$ cat config.mk
export PLATFORM = sky130hd
export DESIGN_NAME = priority_encoder_16to4
export DESIGN_NICKNAME = d
export VERILOG_FILES = /design/src/rtl/priority_encoder_16to4_pkg.sv /design/src/rtl/priority_pick_16.sv /design/src/rtl/priority_encoder_16to4.sv
export SDC_FILE = /design/constraint.sdc
export NUM_CORES = 1
export LEC_CHECK = 0
export CORE_MARGIN = 4
export CORE_UTILIZATION = 50
export DETAILED_ROUTE_END_ITERATION = 6
export PLACE_DENSITY = 0.93
export SLEW_MARGIN = 20
export SYNTH_ARGS = -nofsm -noshare
export SYNTH_HDL_FRONTEND = slang
export SYNTH_SLANG_ARGS = --single-unit
$ cat constraint.sdc
create_clock -name CLK -period 8.65 [get_ports CLK]
set_clock_uncertainty 0.2 [all_clocks]
set_input_delay 1.73 -clock CLK [delete_from_list [all_inputs] [get_ports CLK]]
set_output_delay 1.73 -clock CLK [all_outputs]
set_load 0.01 [all_outputs]
$ cat src/rtl/priority_encoder_16to4_pkg.sv
`default_nettype none
// ============================================================================
// Module      : priority_encoder_16to4_pkg
// Description : Shared widths, reset constants, policy codes and helpers for
//               the 16-to-4 sequential request encoder.
// Revision    : 1.0 - initial release
// ============================================================================
package priority_encoder_16to4_pkg;

    localparam int ENC_W = 16;
    localparam int IDX_W = 4;
    localparam logic [IDX_W-1:0] LAST_RST = 4'hF;

    localparam int POL_FIXED = 0;
    localparam int POL_RR    = 1;

    // Output-register state is exactly ENC_VALID.
    typedef enum logic [0:0] {
        ST_IDLE    = 1'b0,
        ST_PRESENT = 1'b1
    } enc_state_t;

    function automatic logic [IDX_W:0] popcount(input logic [ENC_W-1:0] v);
        logic [IDX_W:0] n;
        n = '0;
        for (int i = 0; i < ENC_W; i++) begin
            n = n + {{IDX_W{1'b0}}, v[i]};
        end
        return n;
    endfunction

endpackage
`default_nettype wire

$ cat src/rtl/priority_pick_16.sv
`default_nettype none
// ============================================================================
// Module      : priority_pick_16
// Description : Combinational wrap-around search: first set bit at or above
//               i_start, continuing from bit 0 after bit 15.
// Revision    : 1.0 - initial release
// ============================================================================
module priority_pick_16
    import priority_encoder_16to4_pkg::*;
(
    input  logic [ENC_W-1:0] i_vec,
    input  logic [IDX_W-1:0] i_start,
    output logic [IDX_W-1:0] o_idx,
    output logic             o_found
);

    logic [IDX_W-1:0] w_pos;

    // Walk offsets from the far end so the smallest offset is written last.
    always_comb begin
        o_idx   = '0;
        o_found = 1'b0;
        w_pos   = '0;
        for (int i = ENC_W - 1; i >= 0; i--) begin
            w_pos = i_start + IDX_W'(i);
            if (i_vec[w_pos]) begin
                o_idx   = w_pos;
                o_found = 1'b1;
            end
        end
    end

endmodule
`default_nettype wire

$ cat src/rtl/priority_encoder_16to4.sv
`default_nettype none
// ============================================================================
// Module      : priority_encoder_16to4
// Description : Sticky 16-bit request accumulator that issues one encoded
//               index per valid/ready handshake (fixed or round-robin).
// Revision    : 1.0 - initial release
// ============================================================================
module priority_encoder_16to4
    import priority_encoder_16to4_pkg::*;
#(
    parameter int RR = POL_FIXED
) (
    input  logic             CLK,
    input  logic             RST,
    input  logic [ENC_W-1:0] REQ_IN,
    input  logic             ENC_READY,
    output logic [IDX_W-1:0] ENC_OUT,
    output logic             ENC_VALID,
    output logic [ENC_W-1:0] PEND_OUT,
    output logic [IDX_W:0]   PEND_CNT
);

    enc_state_t       r_state;
    enc_state_t       w_state_nxt;
    logic [ENC_W-1:0] r_pend;
    logic [ENC_W-1:0] w_pend_nxt;
    logic [IDX_W-1:0] r_out;
    logic [IDX_W-1:0] w_out_nxt;
    logic [IDX_W-1:0] r_last;
    logic [IDX_W-1:0] w_last_nxt;
    logic [IDX_W:0]   r_cnt;

    logic [ENC_W-1:0] w_peff;
    logic             w_load;
    logic [IDX_W-1:0] w_start;
    logic [IDX_W-1:0] w_idx;
    logic             w_found;

    assign w_peff  = r_pend | REQ_IN;
    assign w_load  = (r_state == ST_IDLE) || ENC_READY;
    assign w_start = (RR == POL_RR) ? r_last + IDX_W'(1) : '0;

    priority_pick_16 u_pick (
        .i_vec   (w_peff),
        .i_start (w_start),
        .o_idx   (w_idx),
        .o_found (w_found)
    );

    always_comb begin
        w_state_nxt = r_state;
        w_pend_nxt  = w_peff;
        w_out_nxt   = r_out;
        w_last_nxt  = r_last;
        if (w_load) begin
            if (w_found) begin
                w_state_nxt = ST_PRESENT;
                w_out_nxt   = w_idx;
                w_last_nxt  = w_idx;
                w_pend_nxt  = w_peff & ~(ENC_W'(1) << w_idx);
            end else begin
                w_state_nxt = ST_IDLE;
            end
        end
    end

    // Count is taken from the next pending value so it tracks PEND_OUT exactly.
    always_ff @(posedge CLK) begin
        if (RST) begin
            r_state <= ST_IDLE;
            r_pend  <= '0;
            r_out   <= '0;
            r_last  <= LAST_RST;
            r_cnt   <= '0;
        end else begin
            r_state <= w_state_nxt;
            r_pend  <= w_pend_nxt;
            r_out   <= w_out_nxt;
            r_last  <= w_last_nxt;
            r_cnt   <= popcount(w_pend_nxt);
        end
    end

    assign ENC_OUT   = r_out;
    assign ENC_VALID = (r_state == ST_PRESENT);
    assign PEND_OUT  = r_pend;
    assign PEND_CNT  = r_cnt;

endmodule
`default_nettype wire

==> flow_metrics.env <==
export IMPL_regArea_sq_um=520
export IMPL_path_common_cell="fa_1"
export IMPL_p_sw_frac=0.333
export IMPL_drt_first_pass_iters=5
export IMPL_first_global_vias=1405
export IMPL_synth_xor_xnor_area_share=0.0110
export IMPL_gr_total_overflow=0
export IMPL_grt_pass1_wl_microns=6340
export IMPL_ant_nets=0
export IMPL_drive_gt1_frac=0.107
export IMPL_fillers=241
export IMPL_grt_total_usage=0.192
export IMPL_clkSlewWorstSetupHoldPaths_ns=0.15
export IMPL_synth_edf_count=0
export IMPL_crit_chain="clkdlybuf4s50_1, nor4_1, or4b_4, and3b_4, nor2b_4, a21oi_1, fa_1, inv_1, fa_1, fa_1, fa_1, inv_1, ha_1, a21o_1, a21oi_1, xor2_1, nor2_1"
export IMPL_worst_pin_slew_ns=1.03
export IMPL_syn_inst=169
export IMPL_final_cell_count_no_fill=258
export IMPL_post_synth_top_count_cell="nor2_1"
export IMPL_rows=20
export IMPL_cts_buffer_depth=2
export IMPL_crit_path_end_kind="flip-flop"
export IMPL_critical_path_max_stage_delay_ns=0.64
export IMPL_async_flop_share=0
export IMPL_clk_latency_ns=0.33
export IMPL_synth_distinct_cells=51
export IMPL_via_per_inst=5.70
export IMPL_cts_buffers_inserted=3
export IMPL_fp_dieH_microns=64.6
export IMPL_die_width_microns=64.6
export IMPL_startpoint_type="input port"
export IMPL_cts_root_buffer="clkbuf_4"
export IMPL_comb_power_share=0.458
export IMPL_p_switching_mw=0.141
export IMPL_setup_violations=0
export IMPL_postCtsResizedCells=0
export IMPL_rsz0062_at_grt="false"
export IMPL_synth_top_area_frac=0.326
export IMPL_netlist_top_cell_by_area="dfxtp_1"
export IMPL_syn_num_nets=203
export IMPL_wirelength_microns=3830
export IMPL_maxSlewHeadroom=0.312
export IMPL_cts_tree="built"
export IMPL_p_leak_nw=0.825
export IMPL_cp_data_required_time_ns=8.65
export IMPL_diodes=0
export IMPL_num_io_pins=45
export IMPL_fin_nets=249
export IMPL_dpl_hpwl_microns=2940
export IMPL_maxCapViolCount=0
export IMPL_io_buffers=44
export IMPL_place_inst=254
export IMPL_syn_avg_cell_area_sq_um=9.46
export IMPL_drc=0
export IMPL_synth_top_family_by_area="compound AO/OA/AOI/OAI gates"
export IMPL_synth_mux_area_fraction=0.0188
export IMPL_netlist_top_cells_count="31 x nor2_1, 26 x dfxtp_1, 12 x inv_1"
export IMPL_ctsHoldBuffers=0
export IMPL_power_frac_seq=0.341
export IMPL_hold_path_class="reg -> reg"
export IMPL_grt_max_degree=26
export IMPL_initial_utilization=0.524
export IMPL_finalSetupTns_ns=0
export IMPL_slew_viol_final=0
export IMPL_powerDensity_nw_per_um2=199
export IMPL_fmax_ghz=0.146
export IMPL_drtIter0Drc=117
export IMPL_status="completed"
export IMPL_post_cts_buffers=0
export IMPL_critical_path_class="in -> reg"
export IMPL_antenna_found_initial=0
export IMPL_peakVddDrop_v=0.000102
export IMPL_cts_sinks=26
export IMPL_syn_area_sq_um=1600
export IMPL_ys_seq_area_frac=0.326
export IMPL_core_region_area_sq_um=3050
export IMPL_arrival_ns=6.87
export IMPL_synth_simple_area_share=0.216
export IMPL_die_area_sq_um=4170
export IMPL_multi_input_area_sq_um=1000
export IMPL_fin_crit_ns=6.87
export IMPL_finalPower_mw=0.422
export IMPL_area_growth_pct=32.5
export IMPL_clkPwrFrac=0.201
export IMPL_yosys_warnings=0
export IMPL_cts_htree_levels=1
export IMPL_synthFlopType="dfxtp_1"
export IMPL_yosys_top_cells_area="dfxtp_1 33%, fa_1 13%, nor2_1 7.3%"
export IMPL_p_int_mw=0.281
export IMPL_gp_congestion=0.896
export IMPL_hold_viol=0
export IMPL_period_share=0.794
export IMPL_synthAdderAreaFrac=0.164
export IMPL_synth_seq_cells=26
export IMPL_synth_compound_area_share=0.216
export IMPL_wl_per_cell_microns=14.8
export IMPL_critPathMaxFanout=4
export IMPL_vias=1470
export IMPL_worst_path_max_delay_cell="nor4_1"
==> flip-flops by register name, indices dropped and copies added, names as in the netlist <==
signal     count
ENC_OUT        4
ENC_VALID      1
PEND_CNT       5
PEND_OUT      16
==> logic make-up after synthesis <==
logic type               after synthesis
AO/OA/AOI/OAI                         45
XOR/XNOR                               2
adder cells (fa/ha/maj)               15
buffers and inverters                 16
flip-flops                            26
multiplexers                           3
AND/OR/NAND/NOR                       62
==> final cells by class <==
class,count,share of cell area
clock buffer,3,0.0106
sequential,26,0.246
inverter,13,0.0230
multi-input combinational,127,0.473
tap,44,0.0260
timing repair buffer,44,0.208
clock inverter,1,0.0142
==> layout by cell type, fill, tap and decap left out, types with 2 or more instances in the layout <==
cell type | synthesis | routed
dfxtp_1 | 26 | 26
a21oi_1 | 9 | 9
inv_1 | 12 | 12
nor4_1 | 5 | 5
or4_4 | 2 | 2
a211oi_1 | 3 | 3
o22ai_1 | 7 | 7
nand2_1 | 4 | 4
o21a_1 | 3 | 3
fa_1 | 10 | 10
nor2_1 | 31 | 31
o31ai_1 | 2 | 2
a21o_1 | 2 | 2
a31oi_1 | 2 | 2
a211oi_2 | 4 | 4
clkdlybuf4s50_1 | 0 | 44
and2_1 | 2 | 2
ha_1 | 5 | 5
clkbuf_4 | 0 | 3
nor2b_1 | 4 | 4
xor2_1 | 2 | 2
mux2i_1 | 3 | 3
==> power by group through the flow <==
stage,clock [mW],combinational [mW],sequential (mW)
final,0.0847,0.193,0.144
after global routing,0.0883,0.226,0.146
after CTS,0.0846,0.195,0.144
after detailed placement,0,0.194,0.146
after global placement,0,0.190,0.146
after floorplan,0,0.125,0.153
==> critical path: cells and delay by family <==
kind,cells,cell delay (ns)
fa+ha+maj,5,2.15
compound gates,3,0.58
xor+xnor,1,0.16
buf+inv,3,0.61
simple gates,5,1.64
==> path summary, 6_finish.rpt <==
check	slack, ns	from	end	depth (start not counted)
setup / recovery	1.78	REQ_IN[11]	PEND_CNT[3]$_SDFF_PP0_	17
setup reg to reg	3.28	PEND_OUT[11]$_SDFF_PP0_	PEND_CNT[3]$_SDFF_PP0_	16
hold reg to reg	0.32	ENC_OUT[2]$_SDFFE_PP0P_	ENC_OUT[2]$_SDFFE_PP0P_	2
hold / removal	0.32	ENC_OUT[2]$_SDFFE_PP0P_	ENC_OUT[2]$_SDFFE_PP0P_	2
==> routing by layer <==
metal	up-vias	share of wire	track usage
met1	679	0.43	0.251
met2	82	0.45	0.316
met3	11	0.094	0.0295
met5	-	0	0
met4	0	0.023	0.0792
li1	698	-	-
==> stage by stage <==
step           setup slack, ns   util  instance area (sq um)  hold slack, ns
5_1_grt                   1.50  0.694                   2120           0.357
4_1_cts                   1.80  0.694                   2120           0.323
2_1_floorplan             2.22      -                   1600           0.335
3_3_place_gp              1.63  0.677                   2070           0.275
6_report                  1.78  0.694                   2120           0.320
3_5_place_dp              1.54  0.677                   2070           0.291
Note: power is estimated with default switching activity, not from simulation.
